===== config.mk =====
export PLATFORM = sky130hd
export DESIGN_NAME = r_channel
export DESIGN_NICKNAME = d
export VERILOG_FILES = /design/src/rtl/if_types_pkg.sv /design/src/rtl/sync_fifo.sv /design/src/rtl/r_channel.sv
export SDC_FILE = /design/constraint.sdc
export NUM_CORES = 1
export LEC_CHECK = 0
export ABC_AREA = 1
export CAP_MARGIN = 20
export CORE_MARGIN = 5
export CORE_UTILIZATION = 35
export DETAILED_ROUTE_END_ITERATION = 16
export SYNTH_ARGS = -nofsm -noshare
export SYNTH_HDL_FRONTEND = slang
export SYNTH_SLANG_ARGS = --single-unit

===== constraint.sdc =====
create_clock -name clk -period 3.65 [get_ports clk]
set_input_delay 0.73 -clock clk [delete_from_list [all_inputs] [get_ports clk]]
set_output_delay 0.73 -clock clk [all_outputs]
set_load 0.05 [all_outputs]

===== src/rtl/if_types_pkg.sv =====
`default_nettype none
// ============================================================================
// Module      : if_types_pkg
// Description : Shared OBI interface types: response FIFO entry and the
//               R-channel response bundle.
// Revision    : 1.0 - initial release
// ============================================================================
package if_types_pkg;

    // Widest response data the shared types carry. Blocks with a narrower
    // DATA_WIDTH leave the upper bits zero.
    localparam int OBI_DATA_W = 64;

    // One stored controller result, as queued for the R channel.
    typedef struct packed {
        logic [OBI_DATA_W-1:0] rdata;
        logic                  err;
    } rsp_entry_t;

    // R-channel response as presented to the OBI master.
    typedef struct packed {
        logic                  rvalid;
        logic [OBI_DATA_W-1:0] rdata;
        logic                  err;
    } obi_rsp_t;

endpackage : if_types_pkg
`default_nettype wire


===== src/rtl/sync_fifo.sv =====
`default_nettype none
// ============================================================================
// Module      : sync_fifo
// Description : Generic single-clock FIFO with first-word fall-through head,
//               full/empty flags and modulo-DEPTH pointer wrap.
// Revision    : 1.0 - initial release
// ============================================================================
module sync_fifo #(
    parameter int WIDTH = 8,
    parameter int DEPTH = 2
) (
    input  logic             clk,
    input  logic             rst_n,
    input  logic             push,
    input  logic [WIDTH-1:0] din,
    input  logic             pop,
    output logic [WIDTH-1:0] dout,
    output logic             full,
    output logic             empty
);

    localparam int PTR_W = (DEPTH > 1) ? $clog2(DEPTH) : 1;
    localparam int CNT_W = $clog2(DEPTH + 1);

    logic [WIDTH-1:0] mem [DEPTH];
    logic [PTR_W-1:0] wr_ptr;
    logic [PTR_W-1:0] rd_ptr;
    logic [CNT_W-1:0] count;
    logic             do_push;
    logic             do_pop;

    // Pointers advance modulo DEPTH so non-power-of-two depths work.
    function automatic logic [PTR_W-1:0] next_ptr(input logic [PTR_W-1:0] p);
        if (p == PTR_W'(DEPTH - 1)) begin
            return '0;
        end
        return p + PTR_W'(1);
    endfunction

    // A push into a full FIFO is only honoured when a pop frees the slot
    // in the same cycle; reads of the head see the old value until the edge.
    always_comb begin
        do_pop  = pop && !empty;
        do_push = push && (!full || do_pop);
    end

    // Pointer and occupancy state.
    always_ff @(posedge clk or negedge rst_n) begin
        if (!rst_n) begin
            wr_ptr <= '0;
            rd_ptr <= '0;
            count  <= '0;
        end else begin
            if (do_push) begin
                wr_ptr <= next_ptr(wr_ptr);
            end
            if (do_pop) begin
                rd_ptr <= next_ptr(rd_ptr);
            end
            case ({do_push, do_pop})
                2'b10:   count <= count + CNT_W'(1);
                2'b01:   count <= count - CNT_W'(1);
                default: count <= count;
            endcase
        end
    end

    // Storage array; contents are don't-care until written, so no reset.
    always_ff @(posedge clk) begin
        if (do_push) begin
            mem[wr_ptr] <= din;
        end
    end

    assign dout  = mem[rd_ptr];
    assign full  = (count == CNT_W'(DEPTH));
    assign empty = (count == '0);

endmodule : sync_fifo
`default_nettype wire


===== src/rtl/r_channel.sv =====
`default_nettype none
// ============================================================================
// Module      : r_channel
// Description : OBI R-channel response path. Tracks accepted transactions,
//               matches controller results to the write/read flag of the
//               oldest pending request and returns responses in order.
// Revision    : 1.0 - initial release
// ============================================================================
module r_channel
    import if_types_pkg::*;
#(
    parameter int DATA_WIDTH      = 64,   // must not exceed OBI_DATA_W
    parameter int MAX_OUTSTANDING = 2
) (
    input  logic                  clk,
    input  logic                  rst_n,
    input  logic                  a_accept,
    input  logic                  a_we,
    input  logic                  ctrl_valid,
    input  logic [DATA_WIDTH-1:0] ctrl_rdata,
    input  logic                  ctrl_err,
    output logic                  ctrl_ready,
    input  logic                  rready,
    output logic                  internal_gnt,
    output logic                  rvalid,
    output logic [DATA_WIDTH-1:0] rdata,
    output logic                  err,
    output logic                  proto_err
);

    localparam int CNT_W = $clog2(MAX_OUTSTANDING + 1);

    logic [CNT_W-1:0] outstanding;
    logic             retire;
    logic             res_push;
    logic             we_head;
    logic             we_full;
    logic             we_empty;
    logic             rsp_full;
    logic             rsp_empty;
    rsp_entry_t       push_entry;
    rsp_entry_t       head_entry;
    obi_rsp_t         rsp;

    assign retire = rsp.rvalid && rready;

    // Outstanding-transaction counter: accept adds, retire removes.
    always_ff @(posedge clk or negedge rst_n) begin
        if (!rst_n) begin
            outstanding <= '0;
        end else begin
            case ({a_accept, retire})
                2'b10:   outstanding <= outstanding + CNT_W'(1);
                2'b01:   outstanding <= outstanding - CNT_W'(1);
                default: outstanding <= outstanding;
            endcase
        end
    end

    // Grant comes from registered occupancy only; a response retiring this
    // cycle frees a slot for the next cycle, never the current one. The
    // order-queue term is redundant by construction but makes overflow of
    // that queue impossible by inspection.
    assign internal_gnt = (outstanding < CNT_W'(MAX_OUTSTANDING)) && !we_full;

    // A controller result is taken only when it has a pending request to
    // belong to and room in the response FIFO.
    assign ctrl_ready = !rsp_full && !we_empty;
    assign res_push   = ctrl_valid && ctrl_ready;

    // Build the stored entry: writes return zero data, reads return the
    // controller data; the error flag passes through either way.
    always_comb begin
        push_entry       = '0;
        push_entry.err   = ctrl_err;
        if (!we_head) begin
            push_entry.rdata = OBI_DATA_W'(ctrl_rdata);
        end
    end

    // Write-flag order queue: one entry per accepted, not-yet-answered request.
    sync_fifo #(
        .WIDTH (1),
        .DEPTH (MAX_OUTSTANDING)
    ) u_we_queue (
        .clk   (clk),
        .rst_n (rst_n),
        .push  (a_accept),
        .din   (a_we),
        .pop   (res_push),
        .dout  (we_head),
        .full  (we_full),
        .empty (we_empty)
    );

    // Response FIFO feeding the R channel.
    sync_fifo #(
        .WIDTH ($bits(rsp_entry_t)),
        .DEPTH (MAX_OUTSTANDING)
    ) u_rsp_fifo (
        .clk   (clk),
        .rst_n (rst_n),
        .push  (res_push),
        .din   (push_entry),
        .pop   (retire),
        .dout  (head_entry),
        .full  (rsp_full),
        .empty (rsp_empty)
    );

    // Present the FIFO head; data/error are forced to zero when nothing is
    // valid so reset and idle outputs are clean.
    always_comb begin
        rsp        = '0;
        rsp.rvalid = !rsp_empty;
        if (!rsp_empty) begin
            rsp.rdata = head_entry.rdata;
            rsp.err   = head_entry.err;
        end
    end

    assign rvalid = rsp.rvalid;
    assign rdata  = rsp.rdata[DATA_WIDTH-1:0];
    assign err    = rsp.err;

    // Sticky protocol error: a controller result arrived with no request
    // waiting for it. The result itself is dropped.
    always_ff @(posedge clk or negedge rst_n) begin
        if (!rst_n) begin
            proto_err <= 1'b0;
        end else if (ctrl_valid && we_empty) begin
            proto_err <= 1'b1;
        end
    end

endmodule : r_channel
`default_nettype wire

==> out/results.txt <==
Result of the run = finished, final reports clean
CP most frequent cell = sky130_fd_sc_hd__buf_4
Top metal layer carrying routed signals = met4
Clock tree root buffer cell = sky130_fd_sc_hd__clkbuf_16
Hold Path Origin = outstanding[1]
Number of gates resized after CTS = 0
Type of the worst setup path = flop to output pin
Seq cells post-synth = 143
Setup tns final = 0 ns
Die Width = 141 um
Vias per std cell = 4.41
DRC violation count after routing = 0
Total congestion overflow = 0
Worst Max-Slew Pin Slew = 0.961 ns
Final Skew = 0.00867 ns
Syn avg cell area = 11.1 um^2
Final critical-path share of the clock period = 77.6%
Max Fclk = 0.353 GHz
Clock network latency to the later pin of the worst-skew pair = 0.42 ns
Post-CTS Hold Buffers = 0
Cell count of the worst reg-to-reg path = 7
Top library cells by usage in the layout, fill and taps aside = sky130_fd_sc_hd__nand2_1, sky130_fd_sc_hd__edfxtp_1, sky130_fd_sc_hd__inv_1, sky130_fd_sc_hd__clkdlybuf4s50_1, sky130_fd_sc_hd__buf_4
Count of endpoints failing setup in the final report = 0
Routed Antenna Nets = 0
Deepest clock path buffer count = 2
Slew Limit Fails = 0
Most common cell after layout, fill and taps aside = sky130_fd_sc_hd__nand2_1
CTS tree = done
DR WL met3 = 753 um
Row cnt = 48
Number of inserted filler cells in the final layout = 1601
Post-layout net count = 758
Wire length of the first global-routing pass = 21700 um
Setup repair after global routing missed its margin = false
Layout Utilization = 47.1%
Cell-by-cell trace of the critical path = nor2_4 -> buf_4 -> a21oi_1 -> buf_4
Internal reg-to-reg setup slack = 1.35 ns
Final hold vios = 0
Worst EP required = 2.92 ns
Diode count = 0
Kind of end point of the critical path = output pin
Storage element area = 4240 um^2
Clock-pin slew on the worst setup and hold paths = 0.06 ns
Terminating pin of the worst hold path = outstanding[1]
Worst-path maximum fanout = 67
Gate count after technology mapping = 544
Core region area = 17100 um^2
Startpoint of the most critical register-to-register path = u_rsp_fifo.count[0]
Startpoint types = flop
Buf/Inv on CP = 2
HPWL after detailed placement = 8620 um
Biggest cell delay along the critical path = 0.65 ns
Largest net degree at the start of global routing = 68
Height of the die = 141 um
Max-slew headroom = 35.7%
Full die area = 19900 um^2
Hold crit path type = flop to flop
Cell depth of the worst hold path = 1
Sinks on the clock net = 143
Yosys cell types = 22
Syn nets = 618
Antenna violations before repair = 0
Number of buffers inserted during clock tree synthesis = 17
Critical R2R Capture = u_rsp_fifo.count[1]
Warnings from Yosys = 0
Vias in the first global route = 4357
Sum of routed wire length over all layers = 13500 um
Sum of routed wire segments on met1 = 6040 um
Number of post-CTS setup repair buffers = 0
Placer congestion estimate = 0.726
Largest delay contributor family on the critical path = buffers and inverters
Met2 wire length = 6610 um
Area growth syn-to-layout = 33.8%
Number of port buffers = 139
Detail-routed net length per standard cell = 14.6 um
Signal arrival time at the worst endpoint = 2.10 ns
Share of layout cells above drive strength 1 = 17.8%
Sequential cell area fraction in the yosys report = 70.3%
Count of boundary I/O pins = 140
Number of H-tree levels = 4
Critical Path Slowest Stage Cell = sky130_fd_sc_hd__buf_4
Netlist Area Pre-Place = 6030 um^2
DRT Pass-1 Iters = 4
Via count = 4068
Max_cap viols = 0
Starting density of the core = 35.2%
Initial detailed-routing violation count = 274
Area of the multi-input gates = 1360 um^2
Gr usage total = 13.9%
Fin crit period = 2.83 ns
## routing by layer
metal / vias up / global-route usage (%)
met4: 0 / 3.52
li1: 2041 / -
met3: 7 / 4.72
met1: 1917 / 17.3
met2: 103 / 23.3
met5: - / 0
## worst register-to-register path, stage by stage, from the launching register on
cell	delay, ns
sky130_fd_sc_hd__dfrtp_1	0.46
sky130_fd_sc_hd__nor2_4	0.13
sky130_fd_sc_hd__buf_4	0.65
sky130_fd_sc_hd__nor2_1	0.21
sky130_fd_sc_hd__ha_1	0.38
sky130_fd_sc_hd__a21oi_1	0.11
sky130_fd_sc_hd__o21ai_0	0.11
sky130_fd_sc_hd__xnor2_1	0.14
## layout make-up
class                   instances  area share (%)
inverters                      76            3.54
repair buffers                148            16.1
clock buffers                  18            5.32
multi-input cells             298            16.9
flip-flops and latches        143            52.6
well taps                     225            3.49
clock inverters                14            2.08
## flip-flops by register name (all words and copies together) (netlist names)
name	count
u_rsp_fifo.rd_ptr	1
u_we_queue.mem	2
u_rsp_fifo.count	2
u_we_queue.rd_ptr	1
u_rsp_fifo.mem	130
outstanding	2
proto_err	1
u_rsp_fifo.wr_ptr	1
u_we_queue.count	2
u_we_queue.wr_ptr	1
## synthesized netlist by cell type
cell / count / area share, %
sky130_fd_sc_hd__nand2_1: 137 / 8.5
sky130_fd_sc_hd__edfxtp_1: 132 / 66
sky130_fd_sc_hd__inv_1: 74 / 4.6
sky130_fd_sc_hd__nor2_1: 71 / 4.4
sky130_fd_sc_hd__a21oi_1: 60 / 5.0
sky130_fd_sc_hd__buf_2: 17 / 1.4
sky130_fd_sc_hd__dfrtp_1: 11 / 4.6
sky130_fd_sc_hd__a21oi_2: 8 / 1.2
sky130_fd_sc_hd__buf_4: 5 / 0.62
sky130_fd_sc_hd__xnor2_1: 5 / 0.73
sky130_fd_sc_hd__xor2_1: 4 / 0.58
sky130_fd_sc_hd__buf_6: 3 / 0.56
sky130_fd_sc_hd__ha_1: 3 / 0.62
sky130_fd_sc_hd__o21ai_0: 3 / 0.25
sky130_fd_sc_hd__clkbuf_1: 2 / 0.12
sky130_fd_sc_hd__inv_2: 2 / 0.12
sky130_fd_sc_hd__nand2_2: 2 / 0.21
sky130_fd_sc_hd__a31o_2: 1 / 0.15
sky130_fd_sc_hd__and2_1: 1 / 0.10
sky130_fd_sc_hd__nand3_1: 1 / 0.083
sky130_fd_sc_hd__nand3_4: 1 / 0.29
sky130_fd_sc_hd__nor2_2: 1 / 0.10
## per-stage QoR
| stage | cell area, um^2 | setup slack [ns] | hold WS, ns | std cells |
|---|---|---|---|---|
| detailed placement | 7460 | 1.19 | 0.461 | 890 |
| global route | 8060 | 0.671 | 0.513 | 922 |
| global placement | 7460 | 1.20 | 0.458 | 890 |
| floorplan | 6030 | -0.414 | 0.434 | 544 |
| finish | 8060 | 0.816 | 0.481 | 922 |
| CTS | 8060 | 0.784 | 0.485 | 922 |
## cell families after synthesis
logic type	Yosys count	synth area share [%]
fa+ha+maj	3	0.623
buf+inv	103	7.45
xor+xnor	9	1.31
flops	143	70.3
simple gates	214	13.7
compound gates	72	6.54
## how the worst max path moves through the flow
| stage | from | to | cells past startpoint |
|---|---|---|---|
| after floorplan | ctrl_valid | u_rsp_fifo.mem[0][0] | 2 |
| after global routing | u_rsp_fifo.count[0] | rdata[35] | 4 |
| after global placement | ctrl_valid | u_rsp_fifo.mem[1][34] | 4 |
| after CTS | u_rsp_fifo.rd_ptr | rdata[12] | 5 |
| final | u_rsp_fifo.count[0] | rdata[2] | 4 |
| after detailed placement | ctrl_valid | u_rsp_fifo.mem[1][18] | 4 |
Power is left out: the tool's default activity adds up to more than one toggle a clock period on the data nets, which glitch-free logic cannot reach.
